<file path="src/rtl/regfile_pkg.sv">
// rtl/regfile_pkg.sv - shared register-file widths and operand-fetch state encoding
// Contents:
//   DATA_W        register / operand width
//   REG_AW        register index width (8 registers)
//   fetch_state_t IDLE / RD_A / RD_B / DONE, reused by the controller FSM
package regfile_pkg;

    localparam int DATA_W = 16;
    localparam int REG_AW = 3;

    typedef enum logic [1:0] {
        IDLE = 2'd0,
        RD_A = 2'd1,
        RD_B = 2'd2,
        DONE = 2'd3
    } fetch_state_t;

endpackage

</file>
<file path="src/rtl/operand_latch.sv">
// rtl/operand_latch.sv - load-enabled operand register with asynchronous active-low clear
// Ports:
//   clk      rising-edge clock
//   reset_n  asynchronous active-low clear
//   load     capture d at the next edge
//   d        data to capture
//   q        held value
module operand_latch #(
    parameter int W = 16
) (
    input  logic         clk,
    input  logic         reset_n,
    input  logic         load,
    input  logic [W-1:0] d,
    output logic [W-1:0] q
);

    always_ff @(posedge clk or negedge reset_n) begin
        if (!reset_n) begin
            q <= '0;
        end else if (load) begin
            q <= d;
        end
    end

endmodule

</file>
<file path="src/rtl/operand_fetch.sv">
// rtl/operand_fetch.sv - sequences two operand reads through a single regfile read port
// Optional feature macro: OPERAND_FETCH_BYPASS_EN (write-through forwarding of snooped writes)
// Ports:
//   clk      rising-edge clock
//   reset_n  asynchronous active-low reset
//   start    fetch request, sampled only in IDLE
//   ack      consumer accepts operands, sampled only in DONE
//   rn, rm   operand A / B register indices, captured on accepted start
//   readnum  regfile read select
//   rf_data  regfile combinational read data
//   wr_en, wr_num, wr_data  snooped regfile write port
//   a_out, b_out  latched operands
//   valid    operands ready, held until ack
//   busy     high in any state other than IDLE
module operand_fetch #(
    parameter int DATA_W = regfile_pkg::DATA_W,
    parameter int REG_AW = regfile_pkg::REG_AW
) (
    input  logic              clk,
    input  logic              reset_n,
    input  logic              start,
    input  logic              ack,
    input  logic [REG_AW-1:0] rn,
    input  logic [REG_AW-1:0] rm,
    output logic [REG_AW-1:0] readnum,
    input  logic [DATA_W-1:0] rf_data,
    input  logic              wr_en,
    input  logic [REG_AW-1:0] wr_num,
    input  logic [DATA_W-1:0] wr_data,
    output logic [DATA_W-1:0] a_out,
    output logic [DATA_W-1:0] b_out,
    output logic              valid,
    output logic              busy
);

    import regfile_pkg::*;

    fetch_state_t      state;
    logic [REG_AW-1:0] rn_q;
    logic [REG_AW-1:0] rm_q;
    logic [DATA_W-1:0] fetch_data;
    logic              same_reg;
    logic              load_a;
    logic              load_b;

    assign same_reg = (rn_q == rm_q);

    always_ff @(posedge clk or negedge reset_n) begin
        if (!reset_n) begin
            state <= IDLE;
            rn_q  <= '0;
            rm_q  <= '0;
            valid <= 1'b0;
            busy  <= 1'b0;
        end else begin
            case (state)
                IDLE: begin
                    if (start) begin
                        rn_q  <= rn;
                        rm_q  <= rm;
                        busy  <= 1'b1;
                        state <= RD_A;
                    end
                end
                RD_A: begin
                    // One read serves both operands when they name the same register.
                    if (same_reg) begin
                        valid <= 1'b1;
                        state <= DONE;
                    end else begin
                        state <= RD_B;
                    end
                end
                RD_B: begin
                    valid <= 1'b1;
                    state <= DONE;
                end
                DONE: begin
                    // ack wins over a simultaneous start; that start is dropped.
                    if (ack) begin
                        valid <= 1'b0;
                        busy  <= 1'b0;
                        state <= IDLE;
                    end
                end
                default: begin
                    valid <= 1'b0;
                    busy  <= 1'b0;
                    state <= IDLE;
                end
            endcase
        end
    end

    always_comb begin
        readnum = '0;
        case (state)
            RD_A:    readnum = rn_q;
            RD_B:    readnum = rm_q;
            default: readnum = '0;
        endcase
    end

`ifdef OPERAND_FETCH_BYPASS_EN
    // Forward a same-cycle write to the register being read instead of the stale array value.
    assign fetch_data = (wr_en && (wr_num == readnum)) ? wr_data : rf_data;
`else
    // Old-value read-during-write: the snooped write port is not consulted.
    logic unused_snoop;
    assign unused_snoop = ^{wr_en, wr_num, wr_data};
    assign fetch_data   = rf_data;
`endif

    assign load_a = (state == RD_A);
    assign load_b = ((state == RD_A) && same_reg) || (state == RD_B);

    operand_latch #(.W(DATA_W)) u_latch_a (
        .clk     (clk),
        .reset_n (reset_n),
        .load    (load_a),
        .d       (fetch_data),
        .q       (a_out)
    );

    operand_latch #(.W(DATA_W)) u_latch_b (
        .clk     (clk),
        .reset_n (reset_n),
        .load    (load_b),
        .d       (fetch_data),
        .q       (b_out)
    );

endmodule

</file>
<file path="config.mk">
export PLATFORM = sky130hd
export DESIGN_NAME = operand_fetch
export DESIGN_NICKNAME = d
export VERILOG_FILES = /design/src/rtl/regfile_pkg.sv /design/src/rtl/operand_latch.sv /design/src/rtl/operand_fetch.sv
export SDC_FILE = /design/constraint.sdc
export NUM_CORES = 1
export LEC_CHECK = 0
export BUFFER_PORTS_ARGS = -buffer_cell sky130_fd_sc_hd__buf_2
export CAP_MARGIN = 5
export CORE_MARGIN = 10
export CORE_UTILIZATION = 40
export DETAILED_ROUTE_END_ITERATION = 7
export PLACE_DENSITY = 0.7
export SLEW_MARGIN = 10
export SYNTH_ARGS = -nofsm -noshare
export SYNTH_HDL_FRONTEND = slang
export SYNTH_SLANG_ARGS = --single-unit
</file>
<file path="constraint.sdc">
create_clock -name clk -period 3.6 [get_ports clk]
set_input_delay 0.36 -clock clk [delete_from_list [all_inputs] [get_ports clk]]
set_output_delay 0.36 -clock clk [all_outputs]
set_load 0.1 [all_outputs]
</file>
==> results.ini, run 1 <==
[timing]
fmax_mhz=421.7
fin_tns_setup_ns=0
finalHoldViolCount=0
finalSetupViolCount=0
slew_headroom=0.3972
slew_viol_final=0
worst_pin_slew_ns=0.9042
finalCritPeriodShare=0.6587
skew_ns=0.008217
min_period_ns=2.371
rsz0062_at_grt=false

[yosys]
syn_area_per_cell_um2=15.31
synth_cell_type_count=23
ys.warnings.count=0
syn_area_mm2=0.001853
ys_ff_latch=42
synth_cells=121
syn_nets=172
synth-seq-area-share=0.5672

[layout]
layout_commonest_cell=buf_2
num_antenna_cells=0
stdcell_count=240
multi_input_area_um2=755.7
layout-drive-gt1-share=0.5904
final_cell_mix=62 x buf_2, 42 x dfrtp_1, 29 x mux2_2
area_delta_synth_final_pct=23.43
fin_nets=239
seq_area_mm2=0.001051
num-fill-cells=381

[routing]
wl_um=4247
highest_layer=met4
routed_via_density=4.929
met2_length_um=2329
wl_met1_um=1615
vias=1183
wl_per_cell_um=17.70
drt_iter0_drc=60
dr.pass1.iters=4
antenna_left=0
wl_met3_um=214
drc=0

[clock_network]
numCtsBuffers=5
clkTransAtPathRegs_ns=0.08
cts_tree=yes
cts_resized=0
h-tree-depth=2
clock-root-buffer=clkbuf_8
cts_buffer_depth=2
postCtsSetupRepairBufs=0
clk_latency_ns=0.29
cts_sinks=42
hold_buffers=0

[setup_path]
endpoint=readnum[0]
crit_arrival_ns=2.01
crit_path_start=state[1]
endpoint_kind=primary output
cp-start-kind=flip-flop
cp.required_ns=3.24
crit_type=flip-flop to primary output
worstRegToRegCells=4
cp_max_fo=9
r2r_slack_ns=1.55
r2r-start=state[1]
r2r_end=u_latch_b.q[1]

[global_routing]
grt_pass1_vias=1442
grt_overflow_total=0
gr-usage-all-layers=0.1135
grt_max_degree=43
antenna_found_initial=0
grt_pass1_wl_um=6872

[flow_run]
drv_cap=0

[floorplanning]
initial_utilization=0.4198
coreArea_mm2=0.004414
rows=24
dieArea_mm2=0.007755
io_pins=83
die_x_um=88.06
die_h_um=88.06

[place]
io_buffers=62
dpl.cell_count=233
gp_congestion=0.7027
dp.final_hpwl_um=3321

[outcome]
run_status=complete, no violations

[hold_path]
hp-class=primary input to asynchronous set/reset pin

-- cell type report --
class	instances	area share
Inverter	5	0.008206
Clock inverter	2	0.004376
Multi-Input combinational cell	71	0.3304
Timing Repair Buffer	63	0.1389
Sequential cell	42	0.4595
Clock buffer	5	0.03009
Tap cell	52	0.02845
-- per-layer routing --
metal | GRT usage | up-vias
li1 | - | 559
met1 | 0.1157 | 587
met2 | 0.2083 | 30
met3 | 0.02693 | 7
met4 | 0.06134 | 0
met5 | 0 | -
-- cell usage after synthesis --
cell       number  area (um^2)
a22oi_1         3        22.52
a41oi_1         1        8.760
a41oi_4         1        27.53
buf_12          1        20.02
clkbuf_1        2        7.510
dfrtp_1        42         1051
ha_1            5        62.56
inv_1           5        18.77
mux2_2         29        326.6
mux2_4         10        150.1
mux2i_1         2        20.02
nand2_1         1        3.750
nand2b_1        1        6.260
nor2_1          1        3.750
nor2b_1         3        18.77
nor4_1          1        6.260
o21ai_0         2        10.01
o22ai_1         1        6.260
o2bb2ai_1       1        8.760
o31ai_1         2        15.01
or2_2           1        6.260
xnor2_1         3        26.28
xor2_1          3        26.28
-- stage by stage --
step           cell area, um^2  hold slack, ns    util  setup slack, ns
6_report                  2287          0.1941  0.5181            1.229
5_1_grt                   2287          0.2632  0.5181            1.085
4_1_cts                   2287          0.2246  0.5181            1.199
3_5_place_dp              2208          0.4909  0.5003            1.514
3_3_place_gp              2208          0.4861  0.5003            1.595
2_1_floorplan             1853         0.06441       -           0.6642
-- kinds of logic after synthesis --
logic type / share of synthesized area
flops: 0.5672
mux: 0.2681
compound gates: 0.05335
buf+inv: 0.02499
simple gates: 0.02431
xor+xnor: 0.02836
fa+ha+maj: 0.03376
-- registers in the layout (all words and copies together) (netlist names) --
| name | cells |
|---|---|
| u_latch_a.q | 16 |
| u_latch_b.q | 16 |
| rm_q | 3 |
| rn_q | 3 |
| state | 2 |
| busy | 1 |
| valid | 1 |
-- how the worst min path moves through the flow --
stage	startpoint	slack, ns	end
2_1_floorplan	reset_n	0.06	busy
3_3_place_gp	u_latch_b.q[2]	0.49	u_latch_b.q[2]
3_5_place_dp	u_latch_a.q[5]	0.49	u_latch_a.q[5]
4_1_cts	reset_n	0.22	u_latch_b.q[0]
5_1_grt	reset_n	0.26	u_latch_b.q[0]
6_report	reset_n	0.19	u_latch_b.q[0]
-- worst max-delay path: stages (launching register included) --
cell,delay (ns)
dfrtp_1,0.43
inv_1,0.11
ha_1,0.45
a22oi_1,0.18
nor2b_1,0.13
buf_2,0.43
Power of run 1 is left out: the tool's default activity adds up to more than one toggle a clock period on the data nets, which glitch-free logic cannot reach.
==> run 2: changes to the inputs <==
Clock period 3.6 ns to 2.2 ns, I/O delays scaled along.
==> results.ini, run 2 (synthesis gave the netlist of run 1 again) <==
[global_routing]
gr-usage-all-layers=0.1138  ; +0.0003200
grt_pass1_vias=1349  ; -6.4%
grt_max_degree=43  ; unchanged
grt_overflow_total=0  ; unchanged
grt_pass1_wl_um=6824  ; -0.70%
antenna_found_initial=0  ; unchanged

[floorplanning]
rows=24  ; unchanged
coreArea_mm2=0.004414  ; unchanged
io_pins=83  ; unchanged
initial_utilization=0.4198  ; unchanged
die_x_um=88.06  ; unchanged
die_h_um=88.06  ; unchanged
dieArea_mm2=0.007755  ; unchanged

[setup_path]
cp_slowest_stage_delay_ns=0.41  ; -0.04 ns
cp-start-kind=flip-flop
cp_max_fo=7  ; -2
critPathSlowestCell=dfrtp_1
crit_family=flip-flops
timing.critical_path.buf_inv=2  ; unchanged
endpoint_kind=primary output
crit_type=flip-flop to primary output
cp.required_ns=1.98  ; -1.26 ns
path_cells=inv_1 -> ha_1 -> a22oi_1 -> nor2b_2 -> buf_12
crit_arrival_ns=1.69  ; -0.32 ns

[layout]
layout-drive-gt1-share=0.6073  ; +0.01690
fin_nets=241  ; +0.84%
final_cell_mix=59 x buf_2, 42 x dfrtp_1, 29 x mux2_2
reg_top3=u_latch_a.q: 16 flops, u_latch_b.q: 16 flops
num_antenna_cells=0  ; unchanged
area_delta_synth_final_pct=28.76
layout_commonest_cell=buf_2

[clock_network]
cts_buffer_depth=2  ; unchanged
numCtsBuffers=5  ; unchanged
clock-root-buffer=clkbuf_8
clk_latency_ns=0.30  ; about the same
cts_resized=0  ; unchanged
hold_buffers=0  ; unchanged
h-tree-depth=2  ; unchanged
clkTransAtPathRegs_ns=0.08  ; about the same
cts_tree=yes
postCtsSetupRepairBufs=0  ; unchanged
cts_sinks=42  ; unchanged

[timing]
finalSetupViolCount=0  ; unchanged
skew_ns=0.01013  ; +0.001918 ns
finalCritPeriodShare=0.8681
rsz0062_at_grt=false
fin_tns_setup_ns=0  ; unchanged
min_period_ns=1.910
slew_headroom=0.3947  ; -0.002471
finalHoldViolCount=0  ; unchanged
worst_pin_slew_ns=0.9079  ; +0.003707 ns
slew_viol_final=0  ; unchanged
fmax_mhz=523.6

[routing]
drc=0  ; unchanged
wl_per_cell_um=17.23  ; -2.7%
highest_layer=met4
wl_met3_um=233  ; +8.9%
dr.pass1.iters=4  ; unchanged
wl_met1_um=1629  ; +0.87%
vias=1218  ; +3.0%
wl_um=4186  ; -1.4%
met2_length_um=2262  ; -2.9%
antenna_left=0  ; unchanged
drt_iter0_drc=46  ; -23%
routed_via_density=5.012  ; +1.7%

[flow_run]
drv_cap=0  ; unchanged

[place]
dp.final_hpwl_um=3271  ; -1.5%
gp_congestion=0.7281  ; +3.6%
io_buffers=62  ; unchanged

[outcome]
run_status=complete, no violations

[hold_path]
hp-class=primary input to asynchronous set/reset pin

[run 2: final timing paths]
path	slack [ns]	start	depth (start not counted)	to
min reg2reg	0.51	u_latch_a.q[7]	1	u_latch_a.q[7]
min	0.05	reset_n	1	u_latch_b.q[15]
max	0.29	state[1]	5	readnum[0]
max reg2reg	0.43	state[0]	5	u_latch_b.q[1]
min in group clk	0.16	rf_data[0]	2	u_latch_a.q[0]
max in group asynchronous	1.58	reset_n	1	valid
[run 2: layer usage]
metal  vias to the layer above  global-route usage
met2                        30              0.2017
met3                         5             0.02971
met4                         0             0.05563
met5                         -                   0
met1                       617              0.1227
li1                        566                   -
[run 2: final cells by class]
| type | instances | area (um^2) |
|---|---|---|
| timing repair buffer | 65 | 377.9 |
| fill | 387 | 2028 |
| tap | 52 | 65.06 |
| sequential | 42 | 1051 |
| multi-input combinational | 71 | 763.2 |
| clock buffer | 6 | 72.57 |
| inverter | 5 | 18.77 |
| clock inverter | 2 | 37.54 |
[run 2: stage by stage]
step	std cells	cell area, um^2	utilization	worst slack [ns]	hold WS, ns
finish	243	2386	0.5405	0.2901	0.05072
global placement	235	2276	0.5156	0.4917	0.3693
global route	243	2386	0.5405	0.1742	0.1274
floorplan	121	1861	-	-0.08349	-0.07559
detailed placement	235	2276	0.5156	0.4223	0.3996
CTS	243	2386	0.5405	0.2683	0.07426
Power of run 2 is left out for the same reason.
==> run 3: changes to the inputs <==
Settings changed: CORE_ASPECT_RATIO from default to 1.75, CORE_UTILIZATION 40 to 39, PLACE_DENSITY 0.7 to 0.68.
==> results.ini, run 3 (synthesis gave the netlist of run 1 again) <==
[global_routing]
grt_use_met2=0.1711  ; -0.03066
grt_pass1_vias=1368  ; +1.4%
met3_usage=0.04749  ; +0.01778
gr-usage-all-layers=0.1058  ; -0.008077
top_usage_layer=met2
antenna_found_initial=0  ; unchanged
grt_max_degree=23  ; -47%
grt_pass1_wl_um=6803  ; -0.31%
grt_overflow_total=0  ; unchanged
grt.met1_usage=0.1119  ; -0.01083

[clock_network]
h-tree-depth=2  ; unchanged
numCtsBuffers=5  ; unchanged
cts_buffer_depth=2  ; unchanged
clkTransAtPathRegs_ns=0.08  ; about the same
clk_latency_ns=0.29  ; about the same
cts_tree=yes
postCtsSetupRepairBufs=0  ; unchanged
clock-root-buffer=clkbuf_8
cts_sinks=42  ; unchanged

[timing]
slew_viol_final=0  ; unchanged
finalSetupViolCount=0  ; unchanged
min_period_ns=2.010  ; +0.09972 ns
finalHoldViolCount=0  ; unchanged
slew_headroom=0.6663  ; +0.2716
fmax_mhz=497.6  ; -5.0%
rsz0062_at_grt=false
worst_pin_slew_ns=0.5040  ; -0.4039 ns
worst_hold_slack_ns=0.1518  ; +0.1010 ns
finalCritPeriodShare=0.9135  ; +0.04533
skew_ns=0.007524  ; -0.002611 ns

[routing]
drc=0  ; unchanged
dr.pass1.iters=3  ; -1
antenna_left=0  ; unchanged
routed_via_density=4.967  ; -0.90%
vias=1212  ; -0.49%
drt_iter0_drc=33  ; -28%
wl_um=4098  ; -2.1%
wl_per_cell_um=16.80  ; -2.5%

[place]
gp_congestion=0.7413  ; +1.8%
dp.final_hpwl_um=3226  ; -1.4%
io_buffers=62  ; unchanged

[layout]
fin_nets=243  ; +0.83%
layout_commonest_cell=buf_2
num-fill-cells=427  ; +10%
area_delta_synth_final_pct=30.52
fin_util=0.5184  ; -0.02216
layout-drive-gt1-share=0.6094  ; +0.002045
num_antenna_cells=0  ; unchanged
final_cell_mix=59 x buf_2, 42 x dfrtp_1, 29 x mux2_2
reg_top3=u_latch_a.q: 16 flops, u_latch_b.q: 16 flops

[setup_path]
cp-start-kind=flip-flop
crit_arrival_ns=1.79  ; +0.10 ns
endpoint_kind=primary output
crit_type=flip-flop to primary output
worstRegToRegCells=5  ; unchanged
cp_max_fo=9  ; +2
cp.required_ns=1.98  ; about the same

[floorplanning]
initial_utilization=0.3972  ; -0.02263
die_x_um=72.11  ; -18%
coreArea_mm2=0.004666  ; +5.7%
io_pins=83  ; unchanged
rows=33  ; +38%
die_h_um=111.2  ; +26%
dieArea_mm2=0.008017  ; +3.4%

[flow_run]
drv_cap=0  ; unchanged

[outcome]
run_status=complete, no violations

[hold_path]
hp-class=primary input to flip-flop
hold_path_depth=2

[run 3: layout make-up]
| cell class | count | area (um^2) | area share |
|---|---|---|---|
| clock buffer | 6 | 82.58 | 0.03414 |
| timing repair buffer | 67 | 407.9 | 0.1686 |
| inverter | 5 | 18.77 | 0.007760 |
| clock inverter | 1 | 30.03 | 0.01242 |
| multi-input combinational | 71 | 763.2 | 0.3156 |
| sequential | 42 | 1051 | 0.4346 |
| tap | 52 | 65.06 | 0.02690 |
[run 3: final timing paths]
kind | to | slack (ns) | start
max in group asynchronous | u_latch_b.q[2] | 1.13 | reset_n
worst min-delay path | rn_q[1] | 0.15 | rn[1]
min in group asynchronous | u_latch_a.q[9] | 0.41 | reset_n
worst min register to register | u_latch_b.q[1] | 0.50 | u_latch_b.q[1]
worst max register to register | u_latch_b.q[5] | 0.43 | state[1]
worst max-delay path | readnum[1] | 0.19 | state[1]
[run 3: metal layers]
| layer | up-vias | routed length, um |
|---|---|---|
| met1 | 596 | 1545 |
| met5 | - | 0 |
| met2 | 41 | 2125 |
| met3 | 7 | 365 |
| met4 | 0 | 62 |
| li1 | 568 | - |
[run 3: stage by stage]
step	worst slack [ns]	instances	setup TNS (ns)	area, um^2
after global routing	0.07024	244	0	2419
after global placement	0.4424	236	0	2296
final	0.1904	244	0	2419
after floorplan	-0.08349	121	-0.08349	1861
after detailed placement	0.4313	236	0	2296
after CTS	0.1662	244	0	2419
[run 3: worst max-delay path, cell delays in order, from the launching register on]
cell	delay, ns
dfrtp_1	0.42
inv_1	0.11
ha_1	0.40
a22oi_1	0.17
nor2b_2	0.20
buf_12	0.19
[run 3: timing repair]
item | in CTS | in global routing
hold buffers | 1 | 0
endpoints found under the hold margin | 21 | 0
gates resized for setup | 0 | 0
Power of run 3 is left out for the same reason.
